===== config.mk =====
export PLATFORM = sky130hd
export DESIGN_NAME = sr_latch
export DESIGN_NICKNAME = d
export VERILOG_FILES = /design/src/rtl/sr_latch.sv
export SDC_FILE = /design/constraint.sdc
export NUM_CORES = 1
export LEC_CHECK = 0
export ABC_AREA = 1
export CAP_MARGIN = 10
export CORE_AREA = 2 2 39 41
export DETAILED_ROUTE_END_ITERATION = 16
export DIE_AREA = 0 0 41 43
export HOLD_SLACK_MARGIN = 0.08
export PLACE_DENSITY = 0.47
export SYNTH_ARGS = -nofsm -noshare
export SYNTH_HDL_FRONTEND = slang
export SYNTH_SLANG_ARGS = --single-unit

===== constraint.sdc =====
create_clock -name clk -period 1.5 [get_ports clk]
set_input_delay 0.15 -clock clk [delete_from_list [all_inputs] [get_ports clk]]
set_output_delay 0.15 -clock clk [all_outputs]
set_load 0.005 [all_outputs]

===== src/rtl/sr_latch.sv =====
// sr_latch -- clocked SR latch with input synchronizers and a registered
// forbidden-condition flag.
//
// Parameters:
//   SYNC_STAGES  synchronizer flops per request input, legal range 0..4
//                (0 = raw inputs sampled directly by the state logic)
//   RESET_STATE  stored state after reset (0 = P low, 1 = P high)
//
// Ports (positional order clk, rst, S, R, P, Q, inv):
//   clk  in   sole clock, rising edge
//   rst  in   asynchronous, active-high reset
//   S    in   set request, asynchronous to clk
//   R    in   reset request, asynchronous to clk
//   P    out  registered stored state (0 while forbidden)
//   Q    out  registered complement of stored state (0 while forbidden)
//   inv  out  registered flag, high while S and R are both asserted
//
// The stored state and the visible outputs are separate registers: a
// forbidden (1,1) pair forces P/Q low without touching the stored state,
// so leaving to (0,0) restores the pre-forbidden value in one cycle.
module sr_latch #(
    parameter int SYNC_STAGES = 2,
    parameter bit RESET_STATE = 1'b0
) (
    input  logic clk,
    input  logic rst,
    input  logic S,
    input  logic R,
    output logic P,
    output logic Q,
    output logic inv
);

    logic s_sync_s;
    logic r_sync_s;

    generate
        if (SYNC_STAGES == 0) begin : g_no_sync
            assign s_sync_s = S;
            assign r_sync_s = R;
        end else begin : g_sync
            logic [SYNC_STAGES-1:0] s_chain_q;
            logic [SYNC_STAGES-1:0] r_chain_q;

            // Shift both request inputs through the synchronizer chains.
            always_ff @(posedge clk or posedge rst) begin
                if (rst) begin
                    s_chain_q <= '0;
                    r_chain_q <= '0;
                end else begin
                    s_chain_q[0] <= S;
                    r_chain_q[0] <= R;
                    for (int i = 1; i < SYNC_STAGES; i++) begin
                        s_chain_q[i] <= s_chain_q[i-1];
                        r_chain_q[i] <= r_chain_q[i-1];
                    end
                end
            end

            assign s_sync_s = s_chain_q[SYNC_STAGES-1];
            assign r_sync_s = r_chain_q[SYNC_STAGES-1];
        end
    endgenerate

    logic state_q;
    logic state_d;
    logic p_q;
    logic p_d;
    logic q_q;
    logic q_d;
    logic inv_q;
    logic inv_d;

    // Decode the synchronized request pair into next state and outputs.
    always_comb begin
        state_d = state_q;
        p_d     = state_q;
        q_d     = ~state_q;
        inv_d   = 1'b0;
        case ({s_sync_s, r_sync_s})
            2'b10: begin
                state_d = 1'b1;
                p_d     = 1'b1;
                q_d     = 1'b0;
            end
            2'b01: begin
                state_d = 1'b0;
                p_d     = 1'b0;
                q_d     = 1'b1;
            end
            2'b00: begin
                state_d = state_q;
                p_d     = state_q;
                q_d     = ~state_q;
            end
            2'b11: begin
                // Forbidden pair: keep stored state, drive NOR-latch outputs.
                state_d = state_q;
                p_d     = 1'b0;
                q_d     = 1'b0;
                inv_d   = 1'b1;
            end
            default: begin
                state_d = state_q;
                p_d     = state_q;
                q_d     = ~state_q;
                inv_d   = 1'b0;
            end
        endcase
    end

    // Stored state and registered outputs.
    always_ff @(posedge clk or posedge rst) begin
        if (rst) begin
            state_q <= RESET_STATE;
            p_q     <= RESET_STATE;
            q_q     <= ~RESET_STATE;
            inv_q   <= 1'b0;
        end else begin
            state_q <= state_d;
            p_q     <= p_d;
            q_q     <= q_d;
            inv_q   <= inv_d;
        end
    end

    assign P   = p_q;
    assign Q   = q_q;
    assign inv = inv_q;

endmodule : sr_latch


Word level (Yosys, flattened, before mapping)
Index checks and enable logic that the tools add are counted.
- bits in registers: 8
- multiplexer cells: 4
- bitwise logic cells: 1
- reductions and logical operators: 4
- eq/ne operators: 3
- operator list (kind ; count):
    $pmux 1 s3 ; 2
    $reduce_or 2->1 ; 3
    $eq 2x2->1 const B ; 2
    $eq 2x1->1 const B ; 1
    $logic_not 2->1 ; 1
    $pmux 1 s2 ; 1
    $mux 1 ; 1
    $not 1->1 ; 1

Logic depth before layout (Yosys ltp)
Gate-level depths: netlist (run 1).
- depth in word-level cells: 3
- gate-level depth with buffers: 5
- mapped depth without buffers: 5

Least setup slack after synthesis (run 1)
OpenSTA, ideal clock, no wires.
- path kind: reg2reg
- from: register g_sync.s_chain_q[1]
- to: register state_q
- setup slack: 539 ps
- data required time: 1381 ps
- stages on the path, launching flop included: 4
- arrival time: 842 ps
- setup time: 119 ps
- cells stage by stage: dfrtp_1 -> inv_1 -> ha_1 -> o21a_1
- word-level cells in the longest chain between the ends: 2
- elaborated cells between the ends (all ways): 6
- classes of those cells: eq/ne: 3; mux: 1; reduce/logical: 2
- RTL lines (item ; RTL line ; RTL):
    from (decl) ; 42 ; logic [SYNC_STAGES-1:0] s_chain_q;
    from (signal, indexed assignment) ; 54 ; s_chain_q[i] <= s_chain_q[i-1];
    $eq 2x1->1, or another cell as far along ; 80 ; case ({s_sync_s, r_sync_s})
    $pmux 1 s2 or $reduce_or 2->1 (tied branches) ; -- ;
    to (signal assigned) ; 120 ; state_q <= state_d;
    to (decl) ; 65 ; logic state_q;
Several ways; a longest one is shown, not always the timed one.
A chain may end at the register's enable or synchronous reset.

Worst setup path in the final report (run 1)
- from: register q_q, in the netlist Q
- to: output Q
- RTL lines (item ; RTL line ; RTL):
    from (decl) ; 69 ; logic q_q;
    from (signal assigned) ; 117 ; q_q <= ~RESET_STATE;
    from (signal assigned) ; 122 ; q_q <= q_d;
    to (decl) ; 30 ; output logic Q,
No word-level cell between the ends.

==> key figures, run 1 <==
Timing
  – Crit path setup slack, layout: 0.0971 ns
  – Min Tclk post-route: 1.40 ns
  – Worst slew margin relative to its limit: 81.0%
  – RSZ-0062 raised after global routing: false
  – Max Freq: 0.713 GHz
  – Setup_tns: 0 ns
  – Final setup viols: 0
  – Fin crit share: 93.5%
  – Clock Skew: 0.00375 ns
  – Actual slew at the worst max-slew pin: 0.285 ns
  – Endpoints failing hold: 0
  – Fin. max-slew vios: 0

Global route
  – Total grt overflow: 0
  – Global-route wire length before repair: 669 um
  – Largest net degree at the start of global routing: 9
  – Vias in the first global route: 174
  – Initial antenna violation count: 0
  – Total track usage: 6.81%

Worst setup path
  – Crit path buf inv count: 1
  – Delay-heaviest family, CP: flip-flops
  – R2R cell count: 3
  – WS Path Type: register to primary output
  – CP peak stage delay: 0.51 ns
  – FF-to-FF Start: g_sync.s_chain_q[1]
  – Critical Path AT: 1.25 ns
  – Critical path depth: 1
  – Worst path required time: 1.35 ns
  – Highest-delay cell along the critical path: dfstp_2
  – Cell Chain, Critical Path: clkdlybuf4s50_1
  – Startpoint Class: register
  – Setup crit end kind: primary output
  – RR Endpoint: state_q
  – Reg2reg setup slack: 0.48 ns
  – CP Max Fanout: 1

Floorplan
  – Die Y: 43 um
  – Placeable Area: 1380 um2
  – Row cnt: 14
  – Initial Util: 21.7%
  – Die W: 41 um
  – I/O pins: 7
  – Die area: 1760 um2

Pwr
  – Total chip power: 463 uW
  – P_leak: 0.196 nW
  – Peak VDD IR: 0.000345 V
  – PwrDens: 1140 nW/um2

Synth
  – Synth cell count leaders: dfrtp_1 (7), ha_1 (4), inv_1 (4), nand2_1 (4)
  – Syn_area_per_cell: 13.1 um2
  – Synth unique cells: 8
  – Post-synth EDFFs: 0
  – Post-synthesis sequential element count: 8
  – Mapped Nets: 31
  – Leading post-synthesis cells by cell area: dfrtp_1 (58%), ha_1 (17%), dfstp_2 (8.8%)
  – Synthesized area: 300 um2
  – Post-synth top area cell: dfrtp_1
  – Synthesized instance count: 23
  – Share of the synthesized area in the top cell type: 58.3%
  – Top_reg_cell synth: dfrtp_1
  – Ys Warns: 0
  – Sequential area share after synthesis: 67.1%
  – Ys async rst share: 100%
  – Cell with the most instances after synthesis: dfrtp_1

Clock network
  – Clk sinks: 8
  – Latest clock arrival within the worst-skew pair: 0.26 ns
  – Clock slew at reported path FFs: 0.06 ns
  – Cts bufs inserted: 3
  – Root Driver: clkbuf_4
  – CTS max path bufs: 2
  – Resize count post-CTS: 0
  – Setup bufs post-CTS: 0
  – CTS tree: yes
  – Hold buffers post-CTS: 0
  – H-tree depth: 1

Routing
  – DR WL/cell: 7.69 um
  – Via count: 181
  – DRT Wirelength: 377 um
  – Drt first pass iters: 2
  – Drt drc: 0
  – Via density: 3.69
  – Number of DRC markers in iteration 0: 2
  – Number of routed nets with antenna violations: 0

Place
  – Inst Count DP: 45
  – I/O Buffers: 6
  – Placement Setup Slack: 0.367 ns
  – DP Area: 380 um2
  – Gpl congestion: 0.610

Finish
  – Final std cells w/o fill: 49
  – Fillers: 146
  – Design Area, Final: 407 um2
  – Share of cells above drive strength 1: 12.1%
  – Antenna fix cells: 0
  – Final-stage net count: 42
  – Area grow syn2layout: 35.4%

Outcome
  – Status: complete, no violations

Worst hold path
  – Worst Hold Class: input pin to async pin

Flow run
  – Max-Cap Viols: 0
logic make-up after synthesis:
| kind of cell | share of synthesized area, % |
|---|---|
| simple gates | 6.25 |
| flops | 67.1 |
| compound gates | 5.00 |
| buf+inv | 5.00 |
| fa+ha+maj | 16.7 |
power breakdown:
part	internal [mW]	total [mW]	leakage, nW	switching, mW
sequential	0.233	0.239	0.0916	0.00677
combinational	0.0262	0.0431	0.0890	0.0169
clock	0.102	0.180	0.0150	0.0781
total	0.361	0.463	0.196	0.102
final cells by class:
class	instances	area [um2]	area share [%]
timing repair buffer	6	60.1	14.8
clock buffer	4	26.3	6.46
multi-input combinational	11	83.8	20.6
sequential	8	201	49.5
inverter	4	15.0	3.69
tap	16	20.0	4.92
per-stage QoR:
step,hold WS (ns),utilization (%)
after floorplan,-0.0351,-
after global placement,0.332,27.5
after detailed placement,0.336,27.5
after CTS,0.136,29.4
after global routing,0.166,29.4
final,0.126,29.4
layout by cell type (no fill, tap or decap), drive strengths merged:
master,instances
o21a,1
clkdlybuf4s50,6
nor2,1
nand2,4
ha,4
clkbuf,4
dfrtp,7
dfstp,1
o21bai,1
inv,4
how the worst max path moves through the flow:
stage                   startpoint       to  slack [ns]
2_1_floorplan  g_sync.s_chain_q[1]  state_q        0.54
3_3_place_gp                     Q        Q        0.37
3_5_place_dp                     Q        Q        0.37
4_1_cts                          Q        Q        0.08
5_1_grt                          Q        Q        0.05
6_report                         Q        Q         0.1
sequential cells by signal, indices dropped and copies added (netlist names):
register	count
g_sync.s_chain_q	2
inv	1
state_q	1
Q	1
g_sync.r_chain_q	2
P	1
routing by layer:
layer	track usage (%)	share of wire, %
met1	6.35	39
met2	8.44	54
met3	4.71	7.2
met4	8.00	0
met5	0	0
Note: power is estimated with default switching activity, not from simulation.
==> run 2: changes to the inputs <==
Settings changed: CTS_CLUSTER_DIAMETER set to 120, PLACE_DENSITY 0.47 to 0.44.
==> key figures, run 2 (synthesized netlist as in run 1, its figures left out) <==
Floorplan
  – I/O pins: 7 (unchanged)
  – Row cnt: 14 (unchanged)
  – Placeable Area: 1380 um2 (unchanged)
  – Die W: 41 um (unchanged)
  – Die area: 1760 um2 (unchanged)
  – Die Y: 43 um (unchanged)
  – Initial Util: 21.7% (unchanged)

Finish
  – Final std cells w/o fill: 49 (unchanged)
  – Antenna fix cells: 0 (unchanged)
  – Area grow syn2layout: 35.4% (unchanged)
  – Most common cell after layout, fill and taps aside: dfrtp_1
  – Most frequent cells in the layout: dfrtp_1 (7), clkdlybuf4s50_1 (6), inv_1 (4), nand2_1 (4), ha_1 (4)
  – Share of cells above drive strength 1: 12.1% (unchanged)
  – Largest regs: g_sync.r_chain_q: 2 flops, g_sync.s_chain_q: 2 flops
  – Design Area, Final: 407 um2 (unchanged)
  – Final-stage net count: 42 (unchanged)
  – Fillers: 151 (+3.4%)

Clock network
  – Setup bufs post-CTS: 0 (unchanged)
  – Latest clock arrival within the worst-skew pair: 0.25 ns (about the same)
  – CTS max path bufs: 2 (unchanged)
  – CTS tree: yes
  – Hold buffers post-CTS: 0 (unchanged)
  – Resize count post-CTS: 0 (unchanged)
  – Root Driver: clkbuf_4
  – Clock slew at reported path FFs: 0.06 ns (about the same)
  – Cts bufs inserted: 3 (unchanged)
  – H-tree depth: 1 (unchanged)
  – Clk sinks: 8 (unchanged)

Routing
  – Via count: 183 (+1.1%)
  – Drt drc: 0 (unchanged)
  – DR WL/cell: 8.27 um (+7.4%)
  – Number of DRC markers in iteration 0: 2 (unchanged)
  – Wl on met1: 149 um (+2.1%)
  – Met2 Routed Length: 214 um (+5.9%)
  – Via density: 3.73 (+1.1%)
  – Metal3 WL: 42 um (+56%)
  – Max layer used: met3
  – Drt first pass iters: 2 (unchanged)
  – Number of routed nets with antenna violations: 0 (unchanged)
  – DRT Wirelength: 405 um (+7.4%)

Place
  – I/O Buffers: 6 (unchanged)
  – Placement Setup Slack: 0.372 ns (+0.00476 ns)
  – Gpl congestion: 0.639 (+4.9%)
  – Inst Count DP: 45 (unchanged)
  – DP Area: 380 um2 (unchanged)

Timing
  – Setup_tns: 0 ns (unchanged)
  – Min Tclk post-route: 1.39 ns (-0.0102 ns)
  – Crit path setup slack, layout: 0.107 ns (+0.0102 ns)
  – Final setup viols: 0 (unchanged)
  – Clock Skew: 0.00321 ns (-0.000540 ns)
  – Endpoints failing hold: 0 (unchanged)
  – RSZ-0062 raised after global routing: false
  – Actual slew at the worst max-slew pin: 0.307 ns (+0.0212 ns)
  – Fin crit share: 92.8% (-0.68 points)
  – Fin. max-slew vios: 0 (unchanged)
  – Min Hold Slack: 0.141 ns (+0.0149 ns)
  – Worst slew margin relative to its limit: 79.5% (-1.4 points)
  – Max Freq: 0.718 GHz (+0.73%)

Global route
  – Initial antenna violation count: 0 (unchanged)
  – Total track usage: 6.60% (-0.21 points)
  – Largest net degree at the start of global routing: 9 (unchanged)
  – Vias in the first global route: 190 (+9.2%)
  – Global-route wire length before repair: 696 um (+4.0%)
  – Total grt overflow: 0 (unchanged)

Worst setup path
  – CP peak stage delay: 0.51 ns (about the same)
  – WS Path Type: register to primary output
  – R2R cell count: 3 (unchanged)
  – FF-to-FF Start: g_sync.r_chain_q[1]
  – RR Endpoint: state_q
  – Setup crit end kind: primary output
  – CP Max Fanout: 1 (unchanged)
  – Delay-heaviest family, CP: flip-flops
  – Highest-delay cell along the critical path: dfstp_2
  – Reg2reg setup slack: 0.49 ns (about the same)
  – Cell Chain, Critical Path: clkdlybuf4s50_1
  – Crit path buf inv count: 1 (unchanged)
  – Crit path from: Q
  – Worst path required time: 1.35 ns (about the same)
  – Startpoint Class: register
  – Critical Path AT: 1.24 ns (about the same)

Flow run
  – Max-Cap Viols: 0 (unchanged)

Outcome
  – Status: complete, no violations

Pwr
  – PwrDens: 1130 nW/um2 (-0.65%)
  – Peak VDD IR: 0.000315 V (-8.7%)
  – P_leak: 0.196 nW (unchanged)

Worst hold path
  – Worst Hold Class: input pin to async pin
[run 2: layout make-up]
cell class	instances	area (um2)	share of cell area, %
Multi-Input combinational cell	11	83.8	20.6
Tap cell	16	20.0	4.92
Inverter	4	15.0	3.69
Timing Repair Buffer	6	60.1	14.8
Clock buffer	4	26.3	6.46
Sequential cell	8	201	49.5
[run 2: through the flow]
stage,power [mW],util [%]
floorplan,0.262,-
global placement,0.286,27.5
detailed placement,0.288,27.5
CTS,0.470,29.4
global route,0.487,29.4
finish,0.460,29.4
[run 2: how the worst max path moves through the flow]
stage,slack [ns],cells past startpoint,end
global placement,0.37,1,Q
detailed placement,0.37,1,Q
floorplan,0.54,3,state_q
global route,0.05,1,Q
finish,0.11,1,Q
CTS,0.09,1,Q
[run 2: power breakdown]
part / switching [mW] / total [mW] / internal [mW]
clock: 0.0749 / 0.177 / 0.102
combinational: 0.0174 / 0.0435 / 0.0262
sequential: 0.00676 / 0.239 / 0.233
[run 2: metal layers]
layer / global-route usage, % / vias to the layer above
met5: 0 / -
met4: 8.00 / 0
met3: 3.14 / 0
met2: 9.06 / 7
met1: 6.00 / 89
li1: - / 87
==> run 3: changes to the inputs <==
Settings changed: CELL_PAD_IN_SITES_DETAIL_PLACEMENT set to 1, CELL_PAD_IN_SITES_GLOBAL_PLACEMENT set to 1, PLACE_DENSITY 0.44 to 0.52.
==> key figures, run 3 (synthesized netlist as in run 1, its figures left out) <==
Clock network
  – Setup bufs post-CTS: 0 (unchanged)
  – CTS tree: yes
  – Root Driver: clkbuf_4
  – Latest clock arrival within the worst-skew pair: 0.26 ns (about the same)
  – Resize count post-CTS: 0 (unchanged)
  – Cts bufs inserted: 3 (unchanged)
  – H-tree depth: 1 (unchanged)
  – Clk sinks: 8 (unchanged)
  – Hold buffers post-CTS: 0 (unchanged)
  – CTS max path bufs: 2 (unchanged)
  – Clock slew at reported path FFs: 0.06 ns (about the same)

Timing
  – Final setup viols: 0 (unchanged)
  – Max Freq: 0.711 GHz (-1.0%)
  – Setup_tns: 0 ns (unchanged)
  – Min Hold Slack: 0.131 ns (-0.0104 ns)
  – Clock Skew: 0.00216 ns (-0.00105 ns)
  – Endpoints failing hold: 0 (unchanged)
  – Fin crit share: 93.8% (+0.94 points)
  – RSZ-0062 raised after global routing: false
  – Min Tclk post-route: 1.41 ns (+0.0141 ns)
  – Worst slew margin relative to its limit: 79.8% (+0.22 points)
  – Actual slew at the worst max-slew pin: 0.303 ns (-0.00334 ns)
  – Fin. max-slew vios: 0 (unchanged)

Global route
  – Vias in the first global route: 184 (-3.2%)
  – Total track usage: 8.32% (+1.7 points)
  – Largest net degree at the start of global routing: 9 (unchanged)
  – Total grt overflow: 0 (unchanged)
  – GR Util met3: 4.71% (+1.6 points)
  – Global-route track usage on met1: 6.98% (+0.98 points)
  – GRT busiest layer: met4
  – Global-route wire length before repair: 786 um (+13%)
  – Initial antenna violation count: 0 (unchanged)
  – Met2 GRT Util: 10.6% (+1.6 points)

Pwr
  – Peak VDD IR: 0.000448 V (+42%)
  – PwrDens: 1160 nW/um2 (+2.7%)
  – P_leak: 0.196 nW (unchanged)

Flow run
  – Max-Cap Viols: 0 (unchanged)

Outcome
  – Status: complete, no violations

Routing
  – Drt first pass iters: 1 (-1)
  – Drt drc: 0 (unchanged)
  – Number of DRC markers in iteration 0: 0 (-2)
  – DRT Wirelength: 472 um (+17%)
  – Via count: 192 (+4.9%)
  – DR WL/cell: 9.63 um (+17%)
  – Number of routed nets with antenna violations: 0 (unchanged)
  – Via density: 3.92 (+4.9%)

Worst setup path
  – Reg2reg setup slack: 0.48 ns (about the same)
  – Critical Path AT: 1.26 ns (+0.02 ns)
  – Crit path buf inv count: 1 (unchanged)
  – Highest-delay cell along the critical path: dfstp_2
  – CP peak stage delay: 0.51 ns (about the same)
  – Setup crit end kind: primary output
  – Cell Chain, Critical Path: clkdlybuf4s50_1
  – Delay-heaviest family, CP: flip-flops
  – WS Path Type: register to primary output
  – CP Max Fanout: 1 (unchanged)
  – Worst path required time: 1.35 ns (about the same)
  – Startpoint Class: register

Place
  – Gpl congestion: 0.670 (+4.8%)
  – Post-DP HPWL: 353 um
  – I/O Buffers: 6 (unchanged)

Finish
  – Share of cells above drive strength 1: 12.1% (unchanged)
  – Largest regs: g_sync.r_chain_q: 2 flops, g_sync.s_chain_q: 2 flops
  – Antenna fix cells: 0 (unchanged)
  – Most common cell after layout, fill and taps aside: dfrtp_1
  – Fillers: 158 (+4.6%)
  – Most frequent cells in the layout: dfrtp_1 (7), clkdlybuf4s50_1 (6), inv_1 (4), nand2_1 (4), ha_1 (4)
  – Area grow syn2layout: 35.4% (unchanged)
  – Final-stage net count: 42 (unchanged)

Floorplan
  – Die W: 41 um (unchanged)
  – Die Y: 43 um (unchanged)
  – Initial Util: 21.7% (unchanged)
  – Row cnt: 14 (unchanged)
  – I/O pins: 7 (unchanged)
  – Placeable Area: 1380 um2 (unchanged)
  – Die area: 1760 um2 (unchanged)

Worst hold path
  – Worst Hold Class: input pin to async pin
[run 3: metal layers]
layer	up-vias	part of all wire [%]
met5	-	0
met4	0	7.8
met3	4	8.7
met2	9	47
met1	90	36
li1	89	-
[run 3: area by class of cell]
cell class | count | area (um2) | area share [%]
flip-flops and latches | 8 | 201 | 49.5
multi-input cells | 11 | 83.8 | 20.6
repair buffers | 6 | 60.1 | 14.8
clock buffers | 4 | 26.3 | 6.46
well taps | 16 | 20.0 | 4.92
inverters | 4 | 15.0 | 3.69
[run 3: worst paths after layout]
check,to,cells past startpoint,from
worst max-delay path,Q,1,Q
worst min-delay path,g_sync.r_chain_q[1],2,rst
worst max register to register,state_q,3,g_sync.r_chain_q[1]
worst min register to register,g_sync.r_chain_q[1],0,g_sync.r_chain_q[0]
max in group asynchronous,Q,2,rst
min in group clk,g_sync.s_chain_q[0],1,S
[run 3: report_power, final]
group          switching, mW  total [mW]  leakage, nW  internal (mW)
combinational         0.0177      0.0439       0.0890         0.0262
clock                 0.0861       0.189       0.0150          0.103
sequential           0.00709       0.240       0.0916          0.232
total                  0.111       0.472        0.196          0.361
[run 3: through the flow]
stage	cell area (um2)	std cells	power [mW]	worst slack (ns)	util (%)
floorplan	300	23	0.262	0.539	-
global placement	380	45	0.287	0.371	27.5
detailed placement	380	45	0.289	0.375	27.5
CTS	407	49	0.482	0.0826	29.4
global route	407	49	0.502	0.0548	29.4
finish	407	49	0.472	0.0932	29.4
